**config.mk**
```make
export PLATFORM = sky130hd
export DESIGN_NAME = fetch_stage
export DESIGN_NICKNAME = d
export VERILOG_FILES = /design/src/rtl/riscv_pkg.sv /design/src/rtl/btfn_predictor.sv /design/src/rtl/fetch_stage.sv
export SDC_FILE = /design/constraint.sdc
export NUM_CORES = 1
export LEC_CHECK = 0
export ABC_AREA = 1
export ABC_CLOCK_PERIOD_IN_PS = 1400
export BUFFER_PORTS_ARGS = -buffer_cell sky130_fd_sc_hd__buf_4
export CAP_MARGIN = 20
export CORE_MARGIN = 2
export CORE_UTILIZATION = 36
export CTS_BUF_LIST = sky130_fd_sc_hd__clkbuf_8
export CTS_CLUSTER_DIAMETER = 30
export DETAILED_ROUTE_END_ITERATION = 7
export PLACE_DENSITY = 0.75
export SLEW_MARGIN = 20
export SYNTH_ARGS = -nofsm -noshare
export SYNTH_HDL_FRONTEND = slang
export SYNTH_HIERARCHICAL = 1
export SYNTH_SLANG_ARGS = --single-unit
export TNS_END_PERCENT = 5
```
**constraint.sdc**
```tcl
create_clock -name clk -period 1.4 [get_ports clk]
set_input_delay 0 -clock clk [delete_from_list [all_inputs] [get_ports clk]]
set_output_delay 0 -clock clk [all_outputs]
set_load 0.01 [all_outputs]
```
**src/rtl/riscv_pkg.sv**
```systemverilog
// Shared RV32I pipeline types: IF/ID payload and the opcode constants used by fetch.
package riscv_pkg;

  localparam int unsigned XLEN = 32;

  typedef struct packed {
    logic [XLEN-1:0] pc;
    logic [XLEN-1:0] pc_plus4;
    logic            valid;
  } if_id_t;

  localparam logic [6:0]      OPC_BRANCH = 7'b1100011;
  localparam logic [6:0]      OPC_JAL    = 7'b1101111;
  localparam logic [XLEN-1:0] INSTR_NOP  = 32'h0000_0013;

endpackage

```
**src/rtl/btfn_predictor.sv**
```systemverilog
// Static backward-taken/forward-not-taken guess for the instruction in ID.
// Purely combinational; used by fetch_stage only when FETCH_BTFN_EN is defined.
module btfn_predictor
  import riscv_pkg::*;
(
  input  logic [31:0] instr_id,
  input  logic [31:0] pc,
  output logic        taken_guess,
  output logic [31:0] target
);

  logic [6:0]  opcode;
  logic [12:0] imm_b;
  logic [20:0] imm_j;
  logic        is_branch;
  logic        is_jal;

  assign opcode    = instr_id[6:0];
  assign is_branch = (opcode == OPC_BRANCH);
  assign is_jal    = (opcode == OPC_JAL);

  assign imm_b = {instr_id[31], instr_id[7], instr_id[30:25], instr_id[11:8], 1'b0};
  assign imm_j = {instr_id[31], instr_id[19:12], instr_id[20], instr_id[30:21], 1'b0};

  // Sign bit of the immediate is instr[31] for both formats: set means a backward branch.
  always_comb begin
    taken_guess = 1'b0;
    target      = pc + {{19{imm_b[12]}}, imm_b};
    if (is_jal) begin
      taken_guess = 1'b1;
      target      = pc + {{11{imm_j[20]}}, imm_j};
    end else if (is_branch) begin
      taken_guess = instr_id[31];
    end
  end

endmodule

```
**src/rtl/fetch_stage.sv**
```systemverilog
// RV32I instruction-fetch stage: owns the PC and drives the synchronous-read BRAM.
// Define FETCH_BTFN_EN to enable the static BTFN predictor on the instruction in ID.
module fetch_stage
  import riscv_pkg::*;
#(
  parameter logic [31:0] RESET_PC = 32'h0000_0000,
  parameter int unsigned IMEM_AW  = 12
) (
  input  logic               clk,
  input  logic               rst,
  input  logic               stall,
  input  logic               redirect_valid,
  input  logic [31:0]        redirect_pc,
  input  logic [31:0]        instr_id,
  input  if_id_t             id_q,
  output logic [IMEM_AW-1:0] imem_addr,
  output logic               imem_en,
  output if_id_t             d,
  output logic               pred_taken_o
);

  logic [31:0] pc_q;
  logic [31:0] pc_d;
  logic [31:0] pc_plus4;
  logic        predict;

`ifdef FETCH_BTFN_EN
  logic        taken_guess;
  logic [31:0] target;
  logic        unused_id;

  btfn_predictor u_btfn (
    .instr_id    (instr_id),
    .pc          (id_q.pc),
    .taken_guess (taken_guess),
    .target      (target)
  );

  // Firing makes the next ID entry a bubble, so this cannot repeat on one instruction.
  assign predict   = id_q.valid && !stall && !redirect_valid && taken_guess;
  assign unused_id = ^id_q.pc_plus4;
`else
  logic [31:0] target;
  logic        unused_id;

  assign predict   = 1'b0;
  assign target    = pc_plus4;
  assign unused_id = ^{instr_id, id_q};
`endif

  assign pc_plus4     = pc_q + 32'd4;
  assign imem_addr    = pc_q[IMEM_AW+1:2];
  assign imem_en      = !stall && !rst;
  assign pred_taken_o = predict;

  always_comb begin
    d          = '0;
    d.pc       = pc_q;
    d.pc_plus4 = pc_plus4;
    d.valid    = !rst && !redirect_valid && !predict;
  end

  // Redirect beats stall; stall beats prediction.
  always_comb begin
    pc_d = pc_plus4;
    if (redirect_valid) begin
      pc_d = {redirect_pc[31:2], 2'b00};
    end else if (stall) begin
      pc_d = pc_q;
    end else if (predict) begin
      pc_d = target;
    end
  end

  always_ff @(posedge clk or posedge rst) begin
    if (rst) begin
      pc_q <= RESET_PC;
    end else begin
      pc_q <= pc_d;
    end
  end

endmodule

```
==> results list, run 1 <==
* Comb power frac: 42.0%
- Setup slack after layout: -0.334 ns
* Total half-perimeter wirelength after legalization and detailed placement: 6510 um
- Post-DRT Antenna Nets: 0
- The H-tree generated during clock tree synthesis spans 2 levels.
- Synthesis instantiated 25 different standard cells from the library.
* Commonest non-fill, non-tap cells in the layout: sky130_fd_sc_hd__buf_4 (143), sky130_fd_sc_hd__nand2_1 (137), sky130_fd_sc_hd__inv_1 (56)
- Internal power: 2.00 mW
- Of the total power, the clock network draws 23.6%.
- Min Clock Period, post-route: 1.73 ns
- Net switching fraction of the power: 35.9%
- The later pin in the worst-skew pair is clocked with a latency of 0.29 ns.
* Iteration count of the initial detailed-routing pass: 4
- Share of the synthesized area in the top cell type: 29.7%
* Critical Path Max Stage Delay: 0.40 ns
- The worst pin sits at a relative slew slack of roughly 59%.
- Walking the worst path, the cells encountered are ha_4, nand2_4, nor2_4, nand2_4, nor2_4, nand2_1, nand2_1, nand2_2, buf_6.
- The synthesized design contains 30 register bits.
- Quantity of I/O buffers inserted on ports: 107
- Remaining DRCs: 0
* Switching power total: 1.12 mW
* Run status: complete, but fails checks
- Counting every instance in the synthesized netlist gives 383.
* Weighted congestion reported at the end of routability-driven placement: 0.932
* Setup TNS: -7.08 ns
- Type of the tightest min-delay check: in2reg
- Pin count of the biggest net entering global routing: 19
- Data arrival time of the critical path: about 1.7 ns
- Path type of the worst setup path: reg2out
* Ratio of total power to cell area: 793 mW/mm^2
* Post-Place Cell Area: 0.00356 mm^2
- In this run the cell area of the synthesized design comes to 0.00253 mm^2.
- In this run the worst path has a maximum fanout of 3.
- DRT Wirelength: 8430 um
* Final cell area excluding filler cells: just under 0.004 mm^2
- The floorplan step defined a core boundary enclosing 0.00679 mm^2.
- Vias in the first global route: 2757
- Grt ovf: 0
- Required time reported for the critical path endpoint: 1.40 ns
- Timing-limited maximum frequency: 0.577 GHz
- Kind of end point of the critical path: primary output
- CTS placed an instance of sky130_fd_sc_hd__clkbuf_8 at the clock tree root.
- Slew of the pin with the lowest slew margin: roughly 0.62 ns
- The max-slew violation count came to 0.
* Share of power burned in registers: 34.4%
* Biggest area contributors in the synthesized netlist: sky130_fd_sc_hd__dfrtp_1 (30%), sky130_fd_sc_hd__nand2_1 (23%), sky130_fd_sc_hd__inv_1 (8.5%)
- Max Root-Sink Buffers: 2
- Final period util: 124%
- Leaving out fill and tap cells, the most frequent cell in the layout is sky130_fd_sc_hd__buf_4.
- Number of antenna violations at the first check in global routing: 0
- Dividing the detail-routed wire length by the instance count gives approximately 14 um.
- Setup violations remaining at the end of the flow were counted as 44.
* Top register by number of flip-flops: pc_q
* Post-layout util: 58.0%
- P&R area growth vs syn: 55.9%
* Maximum ir drop on the vdd rail: 0.361 mV
- Of the synthesized area, sequential elements account for 29.7%.
* Via count normalized by instance count: 4.66
* Number of violations of the max-capacitance limit: 0
- Worst slack after detailed placement: -0.0755 ns
- The detailed router placed 2897 vias in this run.
* Final nets: 659
- In this run the vertical extent of the chip is 87.8 um.
* Count of filler cells inserted in the layout: 653
- Leakage power total: 2.15 nW
- In this run, the number of DRC markers left after iteration 0 of detailed routing was between 200 and 250.
- Number of warnings reported in the yosys synthesis log: 6
* Clock tree from TritonCTS: yes
- For this design, the sink count on the clock tree is 30.
- Maximum clock skew at final layout: about 0.0094 ns
* Violated checks: negative setup slack
- The first global-routing pass estimated 13100 um of wire.
- Clock transition at path regs: 0.07 ns
* Final-report hold violation count: 0
* Type of origin of the critical path: flop
* Fraction of final layout cells sized beyond drive strength 1: 41.4%
- The floorplan step defined a die boundary enclosing 0.00770 mm^2.
* Slowest CP cell: sky130_fd_sc_hd__dfrtp_2
- Unrepaired setup endpoints after global routing: yes
- Post-synthesis average cell area: around 6.6 um^2
- Ports: 212
* Flip-flop count of the largest register, all copies and words added: 30
- From left edge to right edge, the die measures approximately 88 um.
- Largest regs: pc_q (30)
- Number of buffers inserted during clock tree synthesis: 5
- The largest total area in the synthesized netlist belongs to sky130_fd_sc_hd__dfrtp_1.
* Floorplan row count: 30
- For this configuration, the core starts out at a cell density of 37.2%.
* Antenna Cells: 0
- For this run, the total global-route usage over all layers was measured as 22.1%.
[cell families after synthesis]
logic type,after synthesis,synth area share [%]
simple gates,226,40.3
buf+inv,83,15.1
flops,30,29.7
compound gates,27,7.03
xor+xnor,15,7.28
fa+ha+maj,1,0.495
other cells,1,0.148
[Yosys cell counts, drive strengths merged]
| master | number |
|---|---|
| a22o | 7 |
| o21ai | 14 |
| dfrtp | 30 |
| buf | 21 |
| xor2 | 13 |
| o221ai | 1 |
| clkbuf | 4 |
| inv | 58 |
| conb | 1 |
| o211ai | 5 |
| nor2 | 45 |
| nand3 | 20 |
| nand2 | 160 |
| xnor2 | 2 |
| and2 | 1 |
| ha | 1 |
[metal layers]
layer | vias up | wire (um) | global-route usage, %
met5 | - | 0 | 0
met4 | 0 | 165 | 7.13
met3 | 11 | 525 | 3.58
met2 | 120 | 4130 | 37.5
met1 | 1352 | 3610 | 28.8
li1 | 1414 | - | -
[area by class of cell]
class | count | area (um^2) | area share [%]
tap | 96 | 120 | 3.05
clock buffer | 6 | 82.6 | 2.10
multi-input combinational | 274 | 1550 | 39.3
clock inverter | 2 | 8.76 | 0.222
timing repair buffer | 156 | 1210 | 30.6
inverter | 58 | 218 | 5.53
sequential | 30 | 756 | 19.2
[path summary, 6_finish.rpt]
path / slack, ns / endpoint / depth (start not counted) / start
worst max-delay path: -0.33 / d[31] / 9 / pc_q[3]
worst min-delay path: 0.004 / pc_q[30] / 5 / redirect_pc[30]
worst max register to register: -0.12 / pc_q[30] / 10 / pc_q[3]
worst min register to register: 0.63 / pc_q[31] / 4 / pc_q[31]
max in group asynchronous: 0.87 / pc_q[10] / 4 / rst
min in group asynchronous: 0.31 / pc_q[27] / 4 / rst
[critical path, delay by kind of cell, from the launching register on]
family	cells	cell delay [ns]
buffers and inverters	1	0.12
DFF	1	0.40
and+or+nand+nor	7	0.76
adders and majority gates	1	0.16
[repair_timing]
action,CTS,global route
cloned,0,0
hold endpoints to repair,40,0
setup buffers,2,3
hold buffers,11,0
endpoints found under the setup margin,37,51
pin swaps,12,11
resized for setup,12,27
[power by group through the flow]
| stage | sequential, mW | clock [mW] | combinational (mW) |
|---|---|---|---|
| after floorplan | 1.14 | 0 | 0.526 |
| after global placement | 1.07 | 0 | 1.20 |
| after detailed placement | 1.08 | 0 | 1.22 |
| after CTS | 1.06 | 0.734 | 1.29 |
| after global routing | 1.09 | 0.774 | 1.44 |
| final | 1.07 | 0.738 | 1.31 |
[stage by stage]
stage,total power [mW],hold slack [ns],cells
global placement,2.27,0.0587,598
finish,3.12,0.00373,622
floorplan,1.67,0.0429,387
CTS,3.09,0.00251,619
global route,3.30,0.0164,622
detailed placement,2.30,0.0644,598
(Power assumes the default switching activity.)
==> run 2: changes to the inputs <==
ABC_AREA = unset   (was 1)
GPL_ROUTABILITY_DRIVEN = 0   (was unset)
PLACE_DENSITY = 0.76   (was 0.75)
==> results list, run 2 <==
- The kind of cell adding the most delay to the critical path was simple AND/OR/NAND/NOR gates (unchanged).
* Critical Path Max Stage Delay: 0.65 ns (was 0.40 ns)
- Required time reported for the critical path endpoint: 1.40 ns (about the same)
- Setup TNS: -22.50 ns (was -7.08 ns)
- The setup slack of the critical path after layout came to -0.711 ns (was -0.334 ns).
- Flip-flop and latch count after synthesis: 30 (unchanged)
- The cell taking the most area after synthesis was sky130_fd_sc_hd__dfrtp_1 (unchanged).
- Final period util: 151% (was 124%)
* Ratio of total power to cell area: 725 mW/mm^2 (was 793 mW/mm^2)
* Overall die height: 86.4 um (was 87.8 um)
- The number of endpoints with negative hold slack in the final report is 1 (was 0).
* Via count normalized by instance count: 5.56 (was 4.66)
- Pin count of the biggest net entering global routing: 31 (was 19)
* Count of filler cells inserted in the layout: 517 (was 653)
- Multi-input gate area: 0.00166 mm^2 (was 0.00155 mm^2)
* P&R area growth vs syn: 82.6% (was 55.9%)
- Min Clock Period, post-route: 2.11 ns (was 1.73 ns)
- Final nets: 635 (was 659)
* Instance count of the mapped netlist: 308 (was 383)
* Number of buffers inserted during clock tree synthesis: 5 (unchanged)
- The detailed-routing iteration count for the pre-antenna-repair pass came to 5 (was 4).
- The count of antenna diodes in the layout was 0 (unchanged).
- The worst clock skew on the final layout is 0.0128 ns (was 0.00938 ns).
- Flip-flop count of the largest register, all copies and words added: 30 (unchanged)
* Proportion of register bits with asynchronous set or reset after synthesis: 100% (unchanged)
* Post-layout util: 66.8% (was 58.0%)
- The overall global routing resource usage is 25.9% (was 22.1%).
- The die span in x came to 86.4 um (was 87.8 um).
- The via count of the first global-routing pass was 3062 (was 2757).
- List of cells traversed by the critical path: nand4_1, or4_4, buf_6, nor2_4, xor2_1, buf_4 (was ha_4, nand2_4, nor2_4, nand2_4, nor2_4, nand2_1, nand2_1, nand2_2, buf_6)
- The register with the most flip-flops was pc_q (unchanged).
- Kind of end point of the critical path: primary output (unchanged)
* Most used standard cells in the synthesized netlist: sky130_fd_sc_hd__nand2_1 (33), sky130_fd_sc_hd__dfrtp_1 (30), sky130_fd_sc_hd__nor2_1 (26), sky130_fd_sc_hd__xnor2_1 (24), sky130_fd_sc_hd__clkbuf_1 (19) (was sky130_fd_sc_hd__nand2_1 (152), sky130_fd_sc_hd__inv_1 (57), sky130_fd_sc_hd__nor2_1 (31), sky130_fd_sc_hd__dfrtp_1 (30), sky130_fd_sc_hd__nand3_1 (19))
- The number of distinct library cells after synthesis came to 43 (was 25).
* Root cell of the clock tree: sky130_fd_sc_hd__clkbuf_8 (unchanged)
- Final max-slew violation count: 0 (unchanged)
- The standard cell with the maximum stage delay on the critical path is sky130_fd_sc_hd__or4_4 (was sky130_fd_sc_hd__dfrtp_2).
* Largest regs: pc_q (30) (unchanged)
- Most common cell after layout, fill and taps aside: sky130_fd_sc_hd__buf_4 (unchanged)
- The number of port buffers is 107 (unchanged).
- The mean cell area of the mapped netlist was 7.93 um^2 (was 6.60 um^2).
- Minimum hold slack: -0.00246 ns (was 0.00373 ns)
- The fraction of the yosys area taken by sequential cells came to 30.7% (was 29.7%).
- The count of pins on the block boundary is 212 (unchanged).
* Combined flip-flop and latch cell area: 759 um^2 (was 756 um^2)
- The initial DRC count was 293 (was 213).
- Biggest area contributors in the synthesized netlist: sky130_fd_sc_hd__dfrtp_1 (31%), sky130_fd_sc_hd__xnor2_1 (8.6%), sky130_fd_sc_hd__xor2_1 (5.4%) (was sky130_fd_sc_hd__dfrtp_1 (30%), sky130_fd_sc_hd__nand2_1 (23%), sky130_fd_sc_hd__inv_1 (8.5%)).
- Initial core utilization: 36.6% (was 37.2%)
* Depth of the CTS H-tree: 2 (unchanged)
- Vias: 3235 (was 2897)
* Floorplan row count: 30 (unchanged)
* Clock transition at path regs: 0.08 ns (was 0.07 ns)
- Total half-perimeter wirelength after legalization and detailed placement: 6590 um (was 6510 um)
- Clock tree from TritonCTS: yes (unchanged)
* Remaining DRCs: 0 (unchanged)
- The critical path buffer and inverter count was 2 (was 1).
- Max Root-Sink Buffers: 2 (unchanged)
* Number of antenna violations at the first check in global routing: 0 (unchanged)
* Core Region: 0.00668 mm^2 (was 0.00679 mm^2)
* First-pass GRT wire length: 15100 um (was 13100 um)
* Grt ovf: 0 (unchanged)
- The type of the tightest min-delay check was in2reg (unchanged).
* Crit Path Max Fanout: 6 (was 3)
- DRT Wirelength: 10200 um (was 8430 um)
* Violated checks: negative hold slack, negative setup slack (was negative setup slack)
* Run status: complete, but fails checks (unchanged)
- The worst voltage drop across the vdd grid came to 0.330 mV (was 0.361 mV).
- Finish-stage setup viols: 47 (was 44)
* Number of violations of the max-capacitance limit: 0 (unchanged)
* Primary flip-flop cell chosen by synthesis mapping: sky130_fd_sc_hd__dfrtp_1 (unchanged)
- Post-Syn Area: 0.00244 mm^2 (was 0.00253 mm^2)
- Share of the synthesized area in the top cell type: 30.7% (was 29.7%)
* Fraction of final layout cells sized beyond drive strength 1: 51.0% (was 41.4%)
* Commonest non-fill, non-tap cells in the layout: sky130_fd_sc_hd__buf_4 (190), sky130_fd_sc_hd__nand2_1 (32), sky130_fd_sc_hd__dlygate4sd3_1 (28) (was sky130_fd_sc_hd__buf_4 (143), sky130_fd_sc_hd__nand2_1 (137), sky130_fd_sc_hd__inv_1 (56))
- Worst slack after detailed placement: -0.534 ns (was -0.0755 ns)
- Later-pin clock latency in the skew report: 0.31 ns (was 0.29 ns)
- The upper clock frequency limit is 0.474 GHz (was 0.577 GHz).
- The warning count from the yosys run was 6 (unchanged).
- The mean routed wirelength per cell is 17.6 um (was 13.6 um).
- Post-DRT Antenna Nets: 0 (unchanged)
* Type of origin of the critical path: flop (unchanged)
- The arrival time of the worst setup path was 2.11 ns (was 1.73 ns).
- The worst setup path category was reg2out (unchanged).
* Number of enable-type register cells in the synthesized netlist: 0 (unchanged)
- Leakage power total: 2.02 nW (was 2.15 nW)
- Unrepaired setup endpoints after global routing: yes (unchanged)
- Clk sink count: 30 (unchanged)
- Overall die area: 0.00746 mm^2 (was 0.00770 mm^2)
- Most common cell in the synthesized netlist: sky130_fd_sc_hd__nand2_1 (unchanged)
-- run 2: path summary, 6_finish.rpt --
path | from | endpoint | slack, ns | depth (start not counted)
min reg2reg | pc_q[31] | pc_q[31] | 0.62 | 2
max reg2reg | pc_q[11] | pc_q[27] | -0.69 | 5
max in group asynchronous | rst | pc_q[6] | 0.71 | 4
min in group asynchronous | rst | pc_q[7] | 0.38 | 4
max | pc_q[11] | d[24] | -0.71 | 6
min | redirect_pc[20] | pc_q[20] | -0.002 | 3
-- run 2: report_power, final --
part	switching (mW)	leakage [nW]	internal [mW]
logic	0.701	1.63	0.764
registers	0.104	0.343	0.954
clock network	0.374	0.0491	0.337
total	1.18	2.02	2.06
-- run 2: layer usage --
metal / track usage [%] / wire, um
met5: 0 / 0
met2: 43.8 / 4900
met1: 32.8 / 4090
met4: 11.9 / 401
met3: 3.43 / 821
-- run 2: layout make-up --
| class | instances | share of cell area [%] |
|---|---|---|
| repair buffers | 230 | 41.3 |
| multi-input cells | 229 | 37.2 |
| flip-flops and latches | 30 | 17.0 |
| well taps | 80 | 2.24 |
| clock buffers | 5 | 1.54 |
| inverters | 5 | 0.421 |
| clock inverters | 3 | 0.309 |
-- run 2: per-stage QoR --
| step | cell area, um^2 | total power [mW] | std cells |
|---|---|---|---|
| finish | 4460 | 3.23 | 582 |
| global route | 4460 | 3.36 | 582 |
| CTS | 4380 | 3.15 | 579 |
| detailed placement | 3780 | 2.34 | 536 |
| global placement | 3780 | 2.31 | 536 |
| floorplan | 2570 | 1.70 | 312 |
-- run 2: worst min-delay path, cell delays in order --
cell and delay, ns:
sky130_fd_sc_hd__buf_4 0.08, sky130_fd_sc_hd__nor2_1 0.05, sky130_fd_sc_hd__a31oi_2 0.13
-- run 2: kinds of logic after synthesis --
kind of cell	after synthesis	share of synthesized area, %
fa+ha+maj	1	0.512
simple gates	136	30.0
flops	30	30.7
xor+xnor	39	14.0
compound gates	45	11.7
other cells	1	0.154
buf+inv	53	11.6
mux	3	1.28
-- run 2: what timing repair did --
item                                   CTS  global route
endpoints found under the hold margin   57             0
resized for setup                       44            17
cloned                                   1             0
setup endpoints to repair               51            51
hold buffers                            28             0
buffers inserted                         6             3
pin swaps                               24            13
==> run 3: changes to the inputs <==
HOLD_SLACK_MARGIN = 0.06   (was unset)
==> results list, run 3 (synthesized netlist as in run 2, its figures left out) <==
- Path type of the worst setup path: reg2out (unchanged)
- Quantity of I/O buffers inserted on ports: 107 (unchanged)
* Final max-slew violation count: 0 (unchanged)
- The area of the core is 0.00668 mm^2 (unchanged).
- Finish-stage setup viols: 49 (was 47)
- Later-pin clock latency in the skew report: 0.30 ns (was 0.31 ns)
* Total half-perimeter wirelength after legalization and detailed placement: 6590 um (unchanged)
- Net switching fraction of the power: 36.7% (was 36.4%)
* Type of origin of the critical path: flop (unchanged)
* Average wire length per cell after detail routing: 18.5 um (was 17.6 um)
* Count of filler cells inserted in the layout: 481 (was 517)
- Floorplan row count: 30 (unchanged)
- Clock tree from TritonCTS: yes (unchanged)
- The maximum net fanout on the critical path is 6 (unchanged).
- Internal power: 2.07 mW (was 2.06 mW)
- The number of max-cap violations was 0 (unchanged).
* Top register by number of flip-flops: pc_q (unchanged)
- Data arrival time of the critical path: 2.16 ns (was 2.11 ns)
* Final cell area excluding filler cells: 0.00457 mm^2 (was 0.00446 mm^2)
- The static power due to leakage came to 2.07 nW (was 2.02 nW).
- The post-route clock period utilization was 154% (was 151%).
- The post-placement cell area was 0.00378 mm^2 (unchanged).
- Number of buffers inserted during clock tree synthesis: 5 (unchanged)
* P&R area growth vs syn: 87.1% (was 82.6%)
- Grt ovf: 0 (unchanged)
- The worst voltage drop across the vdd grid is 0.375 mV (was 0.330 mV).
- The count of clock tree sinks is 30 (unchanged).
* Unrepaired setup endpoints after global routing: yes (unchanged)
* Kind of end point of the critical path: primary output (unchanged)
* Pin count of the biggest net entering global routing: 31 (unchanged)
* Die Width: 86.4 um (unchanged)
* Final nets: 639 (was 635)
* Root cell of the clock tree: sky130_fd_sc_hd__clkbuf_8 (unchanged)
* Antenna Cells: 0 (unchanged)
- Commonest non-fill, non-tap cells in the layout: sky130_fd_sc_hd__buf_4 (190), sky130_fd_sc_hd__dlygate4sd3_1 (34), sky130_fd_sc_hd__nand2_1 (31) (was sky130_fd_sc_hd__buf_4 (190), sky130_fd_sc_hd__nand2_1 (32), sky130_fd_sc_hd__dlygate4sd3_1 (28)).
* Flip-flop count of the largest register, all copies and words added: 30 (unchanged)
- The die area is 0.00746 mm^2 (unchanged).
- The count of pins on the block boundary is 212 (unchanged).
- The post-layout total power came to 3.26 mW (was 3.23 mW).
- Minimum hold slack: 0.0604 ns (was -0.00246 ns)
- Maximum clock skew at final layout: 0.00714 ns (was 0.0128 ns)
- The required time of the worst setup path came to 1.40 ns (about the same).
- The total via count in the routed design came to 3252 (was 3235).
* Largest regs: pc_q (30) (unchanged)
* Worst slack after detailed placement: -0.534 ns (unchanged)
* Setup slack after layout: -0.760 ns (was -0.711 ns)
- The CTS H-tree depth came to 2 (unchanged).
- The total net switching power was 1.20 mW (was 1.18 mW).
- Violated checks: negative setup slack (was negative hold slack, negative setup slack).
- The DRC violation count after routing is 0 (unchanged).
- The initial antenna violation count was 0 (unchanged).
- Number of DRC markers after the initial detailed-route iteration: 311 (was 293)
* Max Root-Sink Buffers: 2 (unchanged)
* Most common cell after layout, fill and taps aside: sky130_fd_sc_hd__buf_4 (unchanged)
* Ratio of total power to cell area: 714 mW/mm^2 (was 725 mW/mm^2)
* Relative contribution of the clock network to total power: 21.4% (was 22.0%)
- The remaining antenna violation count after routing was 0 (unchanged).
- Iteration count of the initial detailed-routing pass: 5 (unchanged)
* Share of power burned in registers: 32.4% (was 32.7%)
- The via-per-instance ratio is 5.55 (was 5.56).
- Clock transition at path regs: 0.07 ns (was 0.08 ns)
* DRT Wirelength: 10900 um (was 10200 um)
- Fraction of final layout cells sized beyond drive strength 1: 51.8% (was 51.0%)
* Timing-limited maximum frequency: 0.463 GHz (was 0.474 GHz)
- Min Clock Period, post-route: 2.16 ns (was 2.11 ns)
* Initial core utilization: 36.6% (unchanged)
- The portion of total power attributed to combinational logic came to 46.1% (was 45.3%).
* Type of the tightest min-delay check: in2reg (unchanged)
- The overall global routing resource usage came to 26.2% (was 25.9%).
* Vias in the first global route: 3065 (was 3062)
* Run status: complete, but fails checks (unchanged)
- Overall die height: 86.4 um (unchanged)
- The wire length of the first global-routing pass was 15200 um (was 15100 um).
- Final-report hold violation count: 0 (was 1)
- Post-layout util: 68.4% (was 66.8%)
## run 3: changes by cell type in the layout (fill, tap and decap cells not counted), moves of 2 or more
| cell | delta |
|---|---|
| sky130_fd_sc_hd__buf_6 | -3 |
| sky130_fd_sc_hd__or4_4 | +2 |
| sky130_fd_sc_hd__or4_1 | -2 |
| sky130_fd_sc_hd__xnor2_1 | -2 |
| sky130_fd_sc_hd__nor4_1 | -2 |
| sky130_fd_sc_hd__nor3_1 | -2 |
| sky130_fd_sc_hd__xnor2_2 | +2 |
| sky130_fd_sc_hd__dlygate4sd3_1 | +6 |
## run 3: path summary, 6_finish.rpt
path / start / to / slack [ns] / depth (start not counted)
max: pc_q[12] / d[28] / -0.76 / 6
min: redirect_pc[28] / pc_q[28] / 0.06 / 4
max reg2reg: pc_q[12] / pc_q[23] / -0.75 / 5
min reg2reg: pc_q[31] / pc_q[31] / 0.62 / 2
max in group asynchronous: rst / pc_q[6] / 0.71 / 4
min in group asynchronous: rst / pc_q[13] / 0.38 / 4
## run 3: worst max-delay path: stages, from the launching register on
cell and delay (ns):
sky130_fd_sc_hd__dfrtp_1 0.44, sky130_fd_sc_hd__nand4_1 0.21, sky130_fd_sc_hd__or4_4 0.67, sky130_fd_sc_hd__buf_6 0.17, sky130_fd_sc_hd__nor2_4 0.07, sky130_fd_sc_hd__xor2_1 0.16
sky130_fd_sc_hd__buf_4 0.14
## run 3: final cells by class
cell class | instances | area, um^2 | share of cell area, %
repair buffers | 234 | 1890 | 41.3
flip-flops and latches | 30 | 758 | 16.6
inverters | 5 | 18.8 | 0.411
clock inverters | 3 | 13.8 | 0.301
well taps | 80 | 100 | 2.19
clock buffers | 5 | 68.8 | 1.51
multi-input cells | 229 | 1720 | 37.7
## run 3: power groups by stage
stage                     clock [mW]  combinational (mW)  sequential (mW)
after global routing           0.741                1.60             1.06
after floorplan                    0               0.604             1.10
after global placement             0                1.26             1.04
after CTS                      0.697                1.42             1.05
final                          0.699                1.50             1.06
after detailed placement           0                1.29             1.05
## run 3: per-stage QoR
step / instances / setup TNS [ns]
after global placement: 536 / -12.62
after floorplan: 312 / -15.98
after CTS: 585 / -19.87
after global routing: 586 / -26.65
final: 586 / -24.03
after detailed placement: 536 / -14.40
## run 3: repair_timing
action                                  in CTS  in global routing
pin swaps                                   24                 17
endpoints found under the setup margin      51                 52
gates cloned                                 1                  0
hold buffers                                34                  0
endpoints found under the hold margin       59                  0
resized for setup                           44                 27
setup buffers                                6                  1
## run 3: layer usage
metal  vias to the layer above  track usage [%]  part of all wire (%)
met5                         -                0                     0
met2                       221             43.7                    48
met3                        64             4.38                   7.9
met1                      1503             33.1                    39
met4                         0             12.2                   5.4
li1                       1464                -                     -
